==> config.mk <==
export PLATFORM = sky130hd
export DESIGN_NAME = sipo_deserializer
export DESIGN_NICKNAME = d
export VERILOG_FILES = /design/src/rtl/sipo_deserializer.sv
export SDC_FILE = /design/constraint.sdc
export NUM_CORES = 1
export LEC_CHECK = 0
export CAP_MARGIN = 10
export CORE_MARGIN = 5
export CORE_UTILIZATION = 48
export CTS_CLUSTER_DIAMETER = 40
export DETAILED_ROUTE_END_ITERATION = 16
export GPL_TIMING_DRIVEN = 0
export PLACE_DENSITY = 0.87
export RECOVER_POWER = 100
export SLEW_MARGIN = 5
export SYNTH_ARGS = -nofsm -noshare
export SYNTH_HDL_FRONTEND = slang
export SYNTH_SLANG_ARGS = --single-unit
==> constraint.sdc <==
create_clock -name clk -period 1.81 [get_ports clk]
set_input_delay 0.181 -clock clk [delete_from_list [all_inputs] [get_ports clk]]
set_output_delay 0.181 -clock clk [all_outputs]
set_load 0.005 [all_outputs]
==> src/rtl/sipo_deserializer.sv <==
// rtl/sipo_deserializer.sv - framed serial-to-parallel word collector with valid/ready output
//
// Collects a serial bit stream, framed by a start-of-frame marker on the first
// bit of every word, into WIDTH-bit words. Each finished word goes into a
// single-entry holding register that the consumer drains through a
// valid/ready handshake. Two sticky error flags report dropped words and
// frames that restart before they are complete.
//
// Parameters:
//   WIDTH      bits per word (>= 2)
//   MSB_FIRST  0: first received bit lands in bit 0; 1: first bit lands in bit WIDTH-1
//
// Ports:
//   clk        rising-edge clock
//   rst        synchronous, active-high reset
//   bit_in     serial data bit
//   bit_valid  bit_in is sampled on this cycle
//   sof        start-of-frame, qualified by bit_valid; marks bit 0 of a word
//   out_data   assembled word, stable while out_valid && !out_ready
//   out_valid  out_data holds an unconsumed word
//   out_ready  consumer takes the word when out_valid && out_ready
//   bit_count  bits collected in the current partial word
//   overrun    sticky: a completed word was dropped because the holding register was full
//   frame_err  sticky: sof arrived in the middle of a word
//   err_clr    clears overrun and frame_err (a same-cycle new error wins)

module sipo_deserializer #(
  parameter int WIDTH     = 8,
  parameter bit MSB_FIRST = 1'b0
) (
  input  logic                   clk,
  input  logic                   rst,
  input  logic                   bit_in,
  input  logic                   bit_valid,
  input  logic                   sof,
  output logic [WIDTH-1:0]       out_data,
  output logic                   out_valid,
  input  logic                   out_ready,
  output logic [$clog2(WIDTH):0] bit_count,
  output logic                   overrun,
  output logic                   frame_err,
  input  logic                   err_clr
);

  localparam int CW = $clog2(WIDTH) + 1;

  // A word needs at least two bits: the sof bit can never also be the last bit.
  if (WIDTH < 2) begin : g_width_check
    $error("sipo_deserializer: WIDTH must be >= 2");
  end

  typedef enum logic {
    HUNT  = 1'b0,
    SHIFT = 1'b1
  } state_t;

  state_t           state;
  logic [WIDTH-1:0] shreg;

  // Shift one bit into a word image in the configured direction. After WIDTH
  // shifts the first bit sits in bit 0 (LSB-first) or bit WIDTH-1 (MSB-first).
  function automatic logic [WIDTH-1:0] shift_in(input logic [WIDTH-1:0] base,
                                                input logic             b);
    if (MSB_FIRST) begin
      return {base[WIDTH-2:0], b};
    end else begin
      return {b, base[WIDTH-1:1]};
    end
  endfunction

  logic             start_bit;
  logic             data_bit;
  logic             last_bit;
  logic             slot_free;
  logic [WIDTH-1:0] shreg_next;
  logic [WIDTH-1:0] first_word;

  always_comb begin
    start_bit  = bit_valid && sof;
    data_bit   = bit_valid && !sof && (state == SHIFT);
    last_bit   = data_bit && (bit_count == CW'(WIDTH - 1));
    // The holding register can take a new word if it is empty or is being
    // drained on this very cycle.
    slot_free  = !out_valid || out_ready;
    shreg_next = shift_in(shreg, bit_in);
    // A sof bit always starts from an empty image so that a discarded partial
    // word leaves no residue behind.
    first_word = shift_in('0, bit_in);
  end

  always_ff @(posedge clk) begin
    if (rst) begin
      state     <= HUNT;
      shreg     <= '0;
      bit_count <= '0;
      out_data  <= '0;
      out_valid <= 1'b0;
      overrun   <= 1'b0;
      frame_err <= 1'b0;
    end else begin
      // Bit collection
      if (start_bit) begin
        shreg     <= first_word;
        bit_count <= CW'(1);
        state     <= SHIFT;
      end else if (data_bit) begin
        shreg <= shreg_next;
        if (last_bit) begin
          bit_count <= '0;
          state     <= HUNT;
        end else begin
          bit_count <= bit_count + CW'(1);
        end
      end

      // Holding register and handshake
      if (last_bit && slot_free) begin
        out_data  <= shreg_next;
        out_valid <= 1'b1;
      end else if (out_valid && out_ready) begin
        out_valid <= 1'b0;
      end

      // Sticky flags: a new error on the clearing cycle takes priority.
      if (last_bit && !slot_free) begin
        overrun <= 1'b1;
      end else if (err_clr) begin
        overrun <= 1'b0;
      end

      if (start_bit && (state == SHIFT)) begin
        frame_err <= 1'b1;
      end else if (err_clr) begin
        frame_err <= 1'b0;
      end
    end
  end

endmodule

==> results by group <==
Worst setup path
  • Crit path DAT: 1.98 ns
  • Critical Path, Cell by Cell: ha_1 > nand4b_4 > nor3_4 > mux2i_1
  • CP delay by family, top: simple AND/OR/NAND/NOR gates
  • Req. time, crit path: 2.06 ns
  • Critical-path maximum fanout: 8
  • Endpoint type of the worst setup path: flop
  • Crit-path max cell delay: 0.50 ns
  • CP max-delay cell: nor3_4
  • WS Path Type: flop to flop
  • Startpoint types: flop
  • Worst path bufs/invs: 0

Floorplan
  • Die Ht: 55.61 µm
  • Core area: 1982 µm²
  • Die width: 55.61 µm
  • Row count: 16
  • Io pins: 22
  • Initial core utilization: 50.38%
  • Die Area: 3092 µm²

Timing
  • Max Slew Vio Count: 0
  • Final Hold Fails: 0
  • Period utilisation layout: 95.83%
  • Final Critical Period: 1.735 ns
  • Worst slew pin tran: 0.5341 ns
  • # setup viols final: 0
  • RSZ-0062 raised after global routing: no
  • Setup TNS: 0 ns
  • Rel. slew slack: 64.28%
  • Clock skew: 0.0008646 ns
  • Fmax: 0.5765 GHz

Power and ir drop
  • Reg power frac: 62.6%
  • Psw: 0.1967 mW
  • Pint: 0.6293 mW
  • Combinational share of power: 7.9%
  • Pleak: 0.5141 nW
  • Switching Share: 23.81%
  • Clock share of power: 29.5%
  • VDD IR-drop max: 479.0 µV
  • Cell Pwr Density: 661.4 nW/µm²

Route
  • Vias per std cell: 5.448
  • Violation count after the first detailed-route iteration: 12
  • DR WL/cell: 13.86 µm
  • Drt first pass iters: 4
  • Detailed Route WL: 2.135 mm
  • ANT nets after route: 0
  • Routed vias: 839
  • DRC viols: 0

Logic synthesis
  • Syn Inst Count: 104
  • Yosys warns: 0
  • Synth top area cells: dfxtp_1 46%, nand2b_1 12%, mux2i_1 10%
  • Mean area per synthesized cell: 9.601 µm²
  • Share of the synthesized area in the top cell type: 46.12%
  • Yosys top cell by area: dfxtp_1
  • Unique masters post-synth: 23
  • Flops & latches, synth: 23
  • Post-synthesis sequential area ratio: 46.12%
  • Net count after synthesis: 112
  • Cell area after synthesis: 998.5 µm²

GRT
  • Largest net degree at the start of global routing: 13
  • Total track usage: 13.80%
  • Global Route met2 Usage: 21.96%
  • GR Util met3: 2.784%
  • Vias in the first global route: 779
  • Initial antenna violation count: 0
  • Busiest grt layer: met2
  • Grt ovf: 0
  • Met1 Use GR: 15.60%
  • First-pass GRT wire length: 3.387 mm

Finish
  • Share of cells above drive strength 1: 7.874%
  • Syn-to-layout area delta: 25.06%
  • Most frequent cells in the layout: 23 x dfxtp_1, 19 x nand2b_1, 16 x dlygate4sd3_1
  • NumNets Final: 136
  • Fill count: 154
  • Post-Layout Cell Count: 154
  • Commonest non-fill, non-tap cell in the layout: dfxtp_1
  • # diodes: 0

Min path
  • Hold Path Class: primary input to flop

Flow run
  • Max-cap violations: 0

CTS
  • CTS root buffer: clkbuf_4
  • CTS Buffer Depth: 2
  • CTS hold repair buffers: 0
  • Worst-Skew Late Latency: 0.31 ns
  • Number of CTS-inserted buffers: 3
  • H-tree levels: 1
  • CTS clk-pin slew, worst paths: 0.13 ns
  • CTS tree: yes
  • Post-CTS Setup Inserts: 0
  • Post-cts sizing count: 0
  • Total clock sinks: 23

Placement
  • Input/output buffers: 19
  • HPWL Detailed: 1.491 mm
  • Routability-driven placement congestion ratio: 0.7901
  • Inst Count DP: 150

Run status
  • Status: finished, final reports clean
-- Yosys cell counts, drive strengths merged --
library cell / count
a22oi: 7
a211o: 1
nor3: 1
nor2b: 2
clkbuf: 3
dfxtp: 23
nor2: 11
a21oi: 6
o22ai: 1
mux2i: 10
nand4b: 1
buf: 4
a31oi: 1
nand3: 2
ha: 1
and3b: 1
nand2: 6
o21ai: 2
nand2b: 19
and4b: 1
nand4: 1
-- kinds of logic after synthesis --
group	after synthesis	share of synthesized area, %
AND/OR/NAND/NOR	45	27.07
flip-flops	23	46.12
adder cells (fa/ha/maj)	1	1.253
multiplexers	10	10.03
buffers and inverters	7	3.759
AO/OA/AOI/OAI	18	11.78
-- state kept, by name (all words and copies together), names as in the netlist --
name	flops
out_data	8
shreg	7
bit_count	4
frame_err	1
out_valid	1
overrun	1
state	1
-- worst min-delay path, stage by stage --
cell	delay, ns
buf_6	0.11
nand2_1	0.07
a21oi_1	0.06
-- routing by layer --
metal	part of all wire (%)	wire, µm
met5	0	0
met4	3.7	80
met1	43	916
met2	49	1040
met3	4.6	98
-- cell type report --
cell class / instances / area, µm² / share of cell area (%)
multi-input combinational: 74 / 500.5 / 40.08
timing repair buffer: 19 / 190.2 / 15.23
buffer: 7 / 37.54 / 3.006
tap: 27 / 33.78 / 2.705
clock buffer: 4 / 26.28 / 2.104
sequential: 23 / 460.4 / 36.87
-- worst paths after layout --
| path | startpoint | end | slack, ns | cells after the start |
|---|---|---|---|---|
| min reg2reg | overrun | overrun | 0.48 | 2 |
| max reg2reg | bit_count[0] | out_data[7] | 0.08 | 4 |
| max | bit_count[0] | out_data[7] | 0.08 | 4 |
| min | sof | state | 0.14 | 3 |
-- power by group through the flow --
stage	Sequential [mW]	Clock (mW)	Combinational (mW)
finish	0.517	0.244	0.0651
global route	0.518	0.268	0.0707
CTS	0.517	0.242	0.0671
detailed placement	0.528	0	0.0665
global placement	0.528	0	0.0643
floorplan	0.527	0	0.0423
-- through the flow --
step | setup slack, ns | instance area, µm² | power, mW | utilization, % | hold WS (ns)
4_1_cts | 0.07998 | 1249 | 0.8259 | 63.01 | 0.1380
3_3_place_gp | 0.1545 | 1222 | 0.5918 | 61.68 | 0.4578
2_1_floorplan | 0.3544 | 998.5 | 0.5691 | - | 0.3249
3_5_place_dp | 0.1283 | 1222 | 0.5944 | 61.68 | 0.4619
5_1_grt | 0.01076 | 1249 | 0.8565 | 63.01 | 0.1327
6_report | 0.07540 | 1249 | 0.8259 | 63.01 | 0.1410
Note: power is estimated with default switching activity, not from simulation.
